===== src/rtl/alu8.sv =====
// alu8: 8-bit ALU with combinational Y/Cout and a registered Z,N,C,V flag register
//   clk, rst_n (async, active-low)  - clock and flag-register reset
//   A, B [7:0], Op [2:0], Cin       - operands, operation select, carry/borrow/shift-in
//   flag_we                         - latch flags from the current result on the next rising clk
//   Y [7:0], Cout                   - combinational result and carry/borrow/shift-out
//   Zf, Nf, Cf, Vf                  - registered zero, negative, carry and overflow flags
module alu8 (
    input  logic       clk,
    input  logic       rst_n,
    input  logic [7:0] A,
    input  logic [7:0] B,
    input  logic [2:0] Op,
    input  logic       Cin,
    input  logic       flag_we,
    output logic [7:0] Y,
    output logic       Cout,
    output logic       Zf,
    output logic       Nf,
    output logic       Cf,
    output logic       Vf
);
    logic [8:0] sum;
    logic [8:0] diff;
    logic       v;
    logic [3:0] flags_d;
    logic [3:0] flags_q;
    always_comb begin
        sum  = {1'b0, A} + {1'b0, B} + {8'b0, Cin};
        // bit 8 of the 9-bit difference is set exactly when A < B + Cin
        diff = {1'b0, A} - {1'b0, B} - {8'b0, Cin};
        Y    = 8'h00;
        Cout = 1'b0;
        case (Op)
            3'b000:  {Cout, Y} = sum;
            3'b001:  {Cout, Y} = diff;
            3'b010:  Y = A & B;
            3'b011:  Y = A | B;
            3'b100:  Y = A ^ B;
            3'b101:  Y = ~(A & B);
            3'b110:  {Cout, Y} = {A[7], A[6:0], Cin};
            default: {Cout, Y} = {A[0], Cin, A[7:1]};
        endcase
        v = (Op == 3'b000) ? (A[7] == B[7]) && (Y[7] != A[7]) :
            (Op == 3'b001) ? (A[7] != B[7]) && (Y[7] != A[7]) : 1'b0;
        flags_d = flag_we ? {Y == 8'h00, Y[7], Cout, v} : flags_q;
    end
    always_ff @(posedge clk or negedge rst_n) begin
        if (!rst_n) flags_q <= 4'b0000;
        else        flags_q <= flags_d;
    end
    assign {Zf, Nf, Cf, Vf} = flags_q;
endmodule


===== config.mk =====
export PLATFORM = sky130hd
export DESIGN_NAME = alu8
export DESIGN_NICKNAME = d
export VERILOG_FILES = /design/src/rtl/alu8.sv
export SDC_FILE = /design/constraint.sdc
export NUM_CORES = 1
export LEC_CHECK = 0
export BUFFER_PORTS_ARGS = -buffer_cell sky130_fd_sc_hd__buf_4
export CORE_MARGIN = 2
export CORE_UTILIZATION = 55
export DETAILED_ROUTE_END_ITERATION = 7
export PLACE_DENSITY = 0.79
export SETUP_SLACK_MARGIN = 0.2
export SYNTH_ARGS = -nofsm -noshare
export SYNTH_HDL_FRONTEND = slang
export SYNTH_SLANG_ARGS = --single-unit

===== constraint.sdc =====
create_clock -name clk -period 3.6 [get_ports clk]
set_input_delay 0.36 -clock clk [delete_from_list [all_inputs] [get_ports clk]]
set_output_delay 0.36 -clock clk [all_outputs]
set_load 0.02 [all_outputs]

==> results of run 1 <==
cell usage after synthesis (3+ instances only):
| master | instances | area, um^2 |
|---|---|---|
| a211oi_1 | 3 | 22.5 |
| a21oi_1 | 16 | 80.1 |
| a221o_1 | 3 | 30.0 |
| buf_2 | 4 | 20.0 |
| buf_4 | 4 | 30.0 |
| buf_6 | 3 | 33.8 |
| dfrtp_1 | 4 | 100 |
| fa_1 | 4 | 80.1 |
| ha_1 | 30 | 375 |
| inv_1 | 33 | 124 |
| mux2i_1 | 4 | 40.0 |
| nand2_1 | 16 | 60.1 |
| nand3_1 | 5 | 25.0 |
| nor2_1 | 23 | 86.3 |
| nor2b_1 | 5 | 31.3 |
| nor3_1 | 4 | 20.0 |
| o21a_1 | 6 | 45.0 |
| o21ai_0 | 9 | 45.0 |
| o22ai_1 | 9 | 56.3 |
| or3_1 | 3 | 18.8 |
| xnor2_1 | 7 | 61.3 |
| xor2_1 | 3 | 26.3 |
cells by family (layout without fill, tap and decap cells):
| family | count (synthesis) | count (layout) | share of synthesized area, % |
|---|---|---|---|
| simple gates | 72 | 72 | 20.0 |
| xor+xnor | 10 | 10 | 4.85 |
| compound gates | 75 | 75 | 29.5 |
| buf+inv | 46 | 72 | 12.0 |
| flops | 4 | 4 | 5.54 |
| mux | 5 | 5 | 2.84 |
| fa+ha+maj | 34 | 34 | 25.2 |
per-stage QoR:
step,instances,worst slack (ns),hold slack (ns)
floorplan,246,0.608,0.0644
global placement,312,0.471,0.157
detailed placement,312,0.448,0.159
CTS,316,0.436,0.370
global route,316,0.207,0.370
finish,316,0.434,0.373
worst max-delay path by stage:
stage,cells after the start,end,start,slack [ns]
2_1_floorplan,10,Cout,B[0],0.61
3_3_place_gp,11,Cout,A[0],0.47
3_5_place_dp,11,Cout,A[0],0.45
4_1_cts,11,Cout,A[0],0.44
5_1_grt,12,Cout,B[0],0.21
6_report,11,Cout,A[0],0.43
what timing repair did:
| action | CTS | global route |
|---|---|---|
| hold buffers | 1 | 0 |
| buffers inserted | 0 | 0 |
| hold endpoints to repair | 4 | 0 |
layer usage:
layer	vias to the layer above	share of wire [%]	wire [um]	track usage [%]
met3	7	5.6	246	1.68
li1	919	-	-	-
met4	0	1.3	57	8.07
met5	-	0	0	0
met2	65	47	2090	42.7
met1	801	46	2030	36.2
area by class of cell:
cell class	count	area (um^2)
flip-flops and latches	4	100
inverters	33	124
clock buffers	3	22.5
repair buffers	36	273
fillers	297	1010
multi-input cells	196	1490
well taps	44	55.1
where the power goes:
part	internal [mW]	switching (mW)
combinational	0.151	0.188
clock	0.0375	0.0210
sequential	0.0497	0.00215
==> impl_metrics.py, run 1 <==
metrics = {
    "run_status": {
        "status": "completed",
    },
    "route": {
        "drc_errors": 0,
        "drtIter0Drc": 81,
        "totalWireLength_mm": 4.43,
        "viasPerCell": 5.67,
        "wl_per_cell_um": 14.0,
        "dr.pass1.iters": 4,
        "ant_nets": 0,
        "route.vias.total": 1792,
    },
    "worst_setup_path": {
        "cp-start-kind": "primary input",
        "cp_data_required_time_ns": 3.24,
        "reg2reg_from": "flags_q[2]$_DFFE_PN0P_",
        "r2r-end": "flags_q[2]$_DFFE_PN0P_",
        "crit_type": "primary input to primary output",
        "slowest_stage": "fa_1",
        "cp_max_fo": 5,
        "ff2ff_path_depth": 1,
        "path_buf_inv": 2,
        "cp_top_family": "compound AO/OA/AOI/OAI gates",
        "cp_cell_sequence": "buf_4, fa_1, fa_1, o21ai_2, a2bb2oi_1, a21o_1, a21oi_1, xnor2_1, a221o_1, a21oi_1, buf_4",
        "r2r_setup_slack_ns": 2.86,
        "arrival_ns": 2.81,
        "cpPeakStageDelay_ns": 0.47,
        "cp-end-kind": "primary output",
    },
    "timing": {
        "clock_skew_ns": 0,
        "tightest_slew_ns": 0.416,
        "hold_viol": 0,
        "rsz0062_at_grt": "no",
        "max_freq_mhz": 316,
        "drv_slew": 0,
        "setup_viol_count_final": 0,
        "fin_crit_ns": 3.17,
        "maxSlewHeadroom_pct": 72.0,
        "fin_crit_sh_pct": 88.0,
        "tns_ns": 0,
    },
    "min_path": {
        "whs_path_depth": 2,
        "worstHoldEndpoint": "flags_q[3]$_DFFE_PN0P_",
        "hp-start": "flag_we",
        "hold_class": "primary input to register",
    },
    "place": {
        "io_buffers": 35,
        "dpl_cell_area_um2": 2030,
        "dp_hpwl_mm": 3.51,
        "gp_congestion": 0.872,
    },
    "synth": {
        "yosysWarnings": 0,
        "synth_edf_count": 0,
        "synthFlopType": "dfrtp_1",
        "ys_ff_latch": 4,
        "syn_area_per_cell_um2": 7.34,
        "synthArstFlopShare_pct": 100,
        "syn_nets": 303,
        "ys_seq_area_share_pct": 5.54,
        "syn_area_um2": 1810,
        "ys_types": 59,
        "synth_cells": 246,
    },
    "clock_tree": {
        "cts_root_buf": "clkbuf_4",
        "insertion_delay_ns": 0.24,
        "clock_sinks": 4,
        "cts_resized": 0,
        "htree_levels": 1,
        "numCtsBuffers": 3,
        "cts_tree": "built",
        "clkTransAtPathRegs_ns": 0.04,
        "cts_buffer_depth": 2,
    },
    "cells_and_area": {
        "largest_reg_flops": 4,
        "final_common_cell": "buf_4",
        "post-route-util_pct": 67.0,
        "diodes": 0,
        "drive_above_1_share_pct": 18.0,
        "fin_area_um2": 2060,
        "final_nets": 331,
        "areaGrowthSynthToFinish_pct": 14.3,
        "regMostFlops": "flags_q",
        "final_cell_mix": "buf_4, inv_1, ha_1",
        "largestRegisters": "flags_q (4)",
    },
    "job": {
        "drv_cap": 0,
    },
    "power": {
        "p_leak_nw": 0.985,
        "vdd_drop_max_mv": 0.0780,
        "p_per_area_nw_per_um2": 218,
        "p_total_mw": 0.449,
    },
    "floorplanning": {
        "fp.dieH_um": 61.3,
        "start_util_pct": 58.7,
        "pin_count": 36,
        "fp.dieW_um": 61.3,
        "rows": 20,
        "die_area_um2": 3760,
        "core_um2": 3080,
    },
    "global_routing": {
        "grt_pass1_wl_mm": 7.51,
        "grt_pass1_vias": 1684,
        "grt_remaining_overflow": 0,
        "antenna_found_initial": 0,
        "grt_usage_pct": 26.0,
        "grt_max_degree": 40,
    },
}
Note: power is estimated with default switching activity, not from simulation.
==> run 2: changes to the inputs <==
==> constraint.sdc (replaced) <==
create_clock -name clk -period 3.6 [get_ports clk]
set_input_delay 0.54 -clock clk [delete_from_list [all_inputs] [get_ports clk]]
set_output_delay 0.54 -clock clk [all_outputs]
set_load 0.02 [all_outputs]
==> impl_metrics.py, run 2 (synthesis results as in run 1) <==
metrics = {
    "worst_setup_path": {
        "cp-end-kind": "primary output",
        "reg2reg_from": "flags_q[2]$_DFFE_PN0P_",
        "cp_max_fo": 3,
        "crit_start": "B[0]",
        "cp_data_required_time_ns": 3.06,
        "r2r-end": "flags_q[2]$_DFFE_PN0P_",
        "ff2ff_path_depth": 1,
        "crit_type": "primary input to primary output",
        "arrival_ns": 2.78,
        "cp-start-kind": "primary input",
        "r2r_setup_slack_ns": 2.86,
    },
    "cells_and_area": {
        "regMostFlops": "flags_q",
        "fin_area_um2": 2100,
        "largestRegisters": "flags_q (4)",
        "diodes": 0,
        "final_nets": 332,
        "fin_cells": 317,
        "areaGrowthSynthToFinish_pct": 16.1,
        "drive_above_1_share_pct": 20.9,
        "final_common_cell": "buf_4",
        "largest_reg_flops": 4,
        "post-route-util_pct": 68.1,
        "final_cell_mix": "buf_4, inv_1, ha_1",
    },
    "timing": {
        "setup_ws_ns": 0.278,
        "rsz0062_at_grt": "yes",
        "drv_slew": 0,
        "fin_crit_ns": 3.32,
        "fin_worst_hold_slack_ns": 0.0824,
        "setup_viol_count_final": 0,
        "fin_crit_sh_pct": 92.3,
        "tns_ns": 0,
        "hold_viol": 0,
        "tightest_slew_ns": 0.418,
        "maxSlewHeadroom_pct": 72.1,
        "max_freq_mhz": 301,
        "clock_skew_ns": 0,
    },
    "job": {
        "drv_cap": 0,
    },
    "global_routing": {
        "grt_pass1_vias": 1591,
        "grt_pass1_wl_mm": 7.18,
        "antenna_found_initial": 0,
        "grt_remaining_overflow": 0,
        "grt_max_degree": 40,
        "grt_usage_pct": 25.2,
    },
    "floorplanning": {
        "die_area_um2": 3760,
        "rows": 20,
        "core_um2": 3080,
        "fp.dieH_um": 61.3,
        "start_util_pct": 58.7,
        "fp.dieW_um": 61.3,
        "pin_count": 36,
    },
    "route": {
        "drc_errors": 0,
        "drtIter0Drc": 135,
        "wl_per_cell_um": 14.3,
        "route.vias.total": 1827,
        "wl_met3_um": 277,
        "totalWireLength_mm": 4.53,
        "met2_length_mm": 2.10,
        "viasPerCell": 5.76,
        "drt-met1-wl_mm": 2.09,
        "top_layer": "met4",
        "ant_nets": 0,
        "dr.pass1.iters": 4,
    },
    "clock_tree": {
        "ctsHoldBuffers": 0,
        "htree_levels": 1,
        "numCtsBuffers": 3,
        "clkTransAtPathRegs_ns": 0.04,
        "clock_sinks": 4,
        "insertion_delay_ns": 0.24,
        "cts_root_buf": "clkbuf_4",
        "cts_buffer_depth": 2,
        "cts_tree": "built",
        "postCtsSetupBuffers": 0,
    },
    "power": {
        "vdd_drop_max_mv": 0.0879,
        "clkPwrFrac_pct": 12.8,
        "p_leak_nw": 0.989,
        "power_frac_comb_pct": 75.9,
        "p_sw_mw": 0.217,
        "p_int_mw": 0.244,
        "p_per_area_nw_per_um2": 220,
        "p_sw_share_pct": 47.0,
        "pwr-share-seq_pct": 11.3,
        "p_total_mw": 0.461,
    },
    "place": {
        "gp_congestion": 0.876,
        "io_buffers": 35,
        "dp_hpwl_mm": 3.55,
        "dpl_cell_area_um2": 2050,
        "placed_cells": 314,
        "dpl_worst_slack_ns": 0.109,
    },
    "run_status": {
        "status": "completed",
    },
    "min_path": {
        "hold_class": "primary input to asynchronous set/reset pin",
    },
}
## run 2: worst max path at each step
stage / end / cells after the start / slack, ns
2_1_floorplan: Cout / 10 / 0.25
3_5_place_dp: Cout / 11 / 0.11
6_report: Cout / 12 / 0.28
4_1_cts: Cout / 12 / 0.22
3_3_place_gp: Cout / 11 / 0.11
5_1_grt: Cout / 12 / 0.13
## run 2: final cells by class
cell class                      instances  area, um^2
Clock buffer                            3        22.5
Fill cell                             286         982
Inverter                               33         124
Multi-Input combinational cell        196        1520
Sequential cell                         4         100
Tap cell                               44        55.1
Timing Repair Buffer                   37         278
## run 2: critical path, cell delays in order
cell and delay [ns]:
buf_4 0.10, inv_1 0.07, fa_2 0.38, fa_2 0.37, o21ai_2 0.18, a2bb2oi_2 0.09, a21o_1 0.20, a21oi_2 0.14
xnor2_1 0.07, a221o_1 0.36, a21oi_1 0.13, buf_4 0.15
## run 2: repair_timing
action                                  in CTS  in global routing
endpoints found under the setup margin       1                  2
resized for setup                            3                  4
pin swaps                                    0                  1
## run 2: metal layers
layer  GRT usage [%]  vias to the layer above
li1                -                      917
met1            35.4                      832
met2            42.6                       71
met3           0.840                        7
met4            5.90                        0
met5               0                        -
## run 2: power by group through the flow
stage / combinational, mW / sequential (mW) / clock [mW]
finish: 0.350 / 0.0519 / 0.0591
global route: 0.384 / 0.0526 / 0.0624
CTS: 0.343 / 0.0519 / 0.0619
detailed placement: 0.338 / 0.0525 / 0
global placement: 0.334 / 0.0523 / 0
floorplan: 0.237 / 0.0581 / 0
==> run 3: changes to the inputs <==
--- a/config.mk
+++ b/config.mk
@@ -10,6 +10,7 @@
 export CORE_UTILIZATION = 55
 export DETAILED_ROUTE_END_ITERATION = 7
 export PLACE_DENSITY = 0.79
+export RECOVER_POWER = 100
 export SETUP_SLACK_MARGIN = 0.2
 export SYNTH_ARGS = -nofsm -noshare
 export SYNTH_HDL_FRONTEND = slang
==> impl_metrics.py, run 3 (synthesis results as in run 1) <==
metrics = {
    "cells_and_area": {
        "final_cell_mix": "inv_1, ha_1, buf_4",
        "final_nets": 332,
        "largest_reg_flops": 4,
        "largestRegisters": "flags_q (4)",
        "post-route-util_pct": 66.6,
        "areaGrowthSynthToFinish_pct": 13.5,
        "diodes": 0,
        "drive_above_1_share_pct": 16.5,
        "final_common_cell": "inv_1",
        "regMostFlops": "flags_q",
    },
    "route": {
        "ant_nets": 0,
        "wl_per_cell_um": 14.3,
        "drtIter0Drc": 103,
        "route.vias.total": 1834,
        "dr.pass1.iters": 4,
        "totalWireLength_mm": 4.53,
        "viasPerCell": 5.79,
        "drc_errors": 0,
    },
    "clock_tree": {
        "cts_root_buf": "clkbuf_4",
        "clock_sinks": 4,
        "insertion_delay_ns": 0.24,
        "cts_buffer_depth": 2,
        "clkTransAtPathRegs_ns": 0.04,
        "htree_levels": 1,
        "postCtsSetupBuffers": 0,
        "numCtsBuffers": 3,
        "cts_tree": "built",
    },
    "worst_setup_path": {
        "slowest_stage": "fa_1",
        "cp_top_family": "compound AO/OA/AOI/OAI gates",
        "cp_max_fo": 5,
        "crit_type": "primary input to primary output",
        "cp-start-kind": "primary input",
        "arrival_ns": 2.91,
        "cpPeakStageDelay_ns": 0.59,
        "cp-end-kind": "primary output",
        "path_buf_inv": 3,
        "cp_data_required_time_ns": 3.06,
        "cp_cell_sequence": "buf_4, fa_1, inv_1, ha_1, o21ai_0, a21bo_2, o2bb2ai_1, mux2i_1, a31oi_2, clkbuf_1",
    },
    "timing": {
        "fin_crit_ns": 3.45,
        "drv_slew": 0,
        "hold_viol": 0,
        "rsz0062_at_grt": "yes",
        "tns_ns": 0,
        "tightest_slew_ns": 0.403,
        "maxSlewHeadroom_pct": 72.8,
        "clock_skew_ns": 0,
        "max_freq_mhz": 290,
        "setup_viol_count_final": 0,
        "fin_crit_sh_pct": 95.9,
    },
    "run_status": {
        "status": "completed",
    },
    "place": {
        "io_buffers": 35,
        "dp_hpwl_mm": 3.55,
        "gp_congestion": 0.876,
    },
    "floorplanning": {
        "pin_count": 36,
        "start_util_pct": 58.7,
        "fp.dieH_um": 61.3,
        "fp.dieW_um": 61.3,
        "core_um2": 3080,
        "rows": 20,
        "die_area_um2": 3760,
    },
    "global_routing": {
        "grt_max_degree": 40,
        "antenna_found_initial": 0,
        "grt_usage_pct": 25.2,
        "grt_remaining_overflow": 0,
        "grt_pass1_vias": 1591,
        "grt_pass1_wl_mm": 7.18,
    },
    "power": {
        "vdd_drop_max_mv": 0.0870,
        "p_per_area_nw_per_um2": 219,
        "p_leak_nw": 0.955,
    },
    "job": {
        "drv_cap": 0,
    },
    "min_path": {
        "hold_class": "primary input to asynchronous set/reset pin",
    },
}
run 3: cell count changes in the layout (fill, tap and decap cells not counted), sizes merged:
cell	previous run	this run
buf	37	28
clkbuf	3	12
run 3: area by class of cell:
| cell class | count | area [um^2] |
|---|---|---|
| flip-flops and latches | 4 | 100 |
| clock buffers | 3 | 22.5 |
| multi-input cells | 196 | 1500 |
| inverters | 33 | 124 |
| repair buffers | 37 | 244 |
| fillers | 304 | 1030 |
| well taps | 44 | 55.1 |
run 3: report_power, final:
| part | total, mW | internal (mW) | switching [mW] | leakage [nW] |
|---|---|---|---|---|
| logic | 0.337 | 0.146 | 0.191 | 0.890 |
| registers | 0.0518 | 0.0497 | 0.00209 | 0.0512 |
| clock network | 0.0594 | 0.0375 | 0.0219 | 0.0138 |
run 3: metal layers:
metal,wire length [um],share of wire (%),GRT usage [%],vias up
met3,304,6.7,0.840,7
met1,2070,46,35.4,835
met4,63,1.4,5.90,0
met5,0,0,0,-
met2,2090,46,42.6,77
li1,-,-,-,915
run 3: final timing paths:
check,start,end,slack [ns],depth (start not counted)
worst max-delay path,A[0],Y[7],0.15,10
worst min-delay path,rst_n,flags_q[1]$_DFFE_PN0P_,0.12,1
worst max register to register,flags_q[2]$_DFFE_PN0P_,flags_q[2]$_DFFE_PN0P_,2.86,1
worst min register to register,flags_q[2]$_DFFE_PN0P_,flags_q[2]$_DFFE_PN0P_,0.51,1
max in group asynchronous,rst_n,flags_q[0]$_DFFE_PN0P_,3.28,1
min in group clk,flags_q[2]$_DFFE_PN0P_,flags_q[2]$_DFFE_PN0P_,0.51,1
run 3: stage by stage:
stage	setup slack (ns)	power [mW]	std cells	hold WS, ns	area [um^2]
6_report	0.149	0.448	317	0.121	2050
2_1_floorplan	0.248	0.295	246	0.244	1810
3_3_place_gp	0.110	0.387	314	0.337	2050
3_5_place_dp	0.109	0.390	314	0.340	2050
5_1_grt	0.0683	0.485	317	0.133	2050
4_1_cts	0.224	0.456	317	0.0778	2090
run 3: repair_timing:
item / in CTS / in global routing
gates resized for setup: 3 / 4
endpoints found under the setup margin: 1 / 2
pin swaps: 0 / 1
hold buffers: 0 / 0
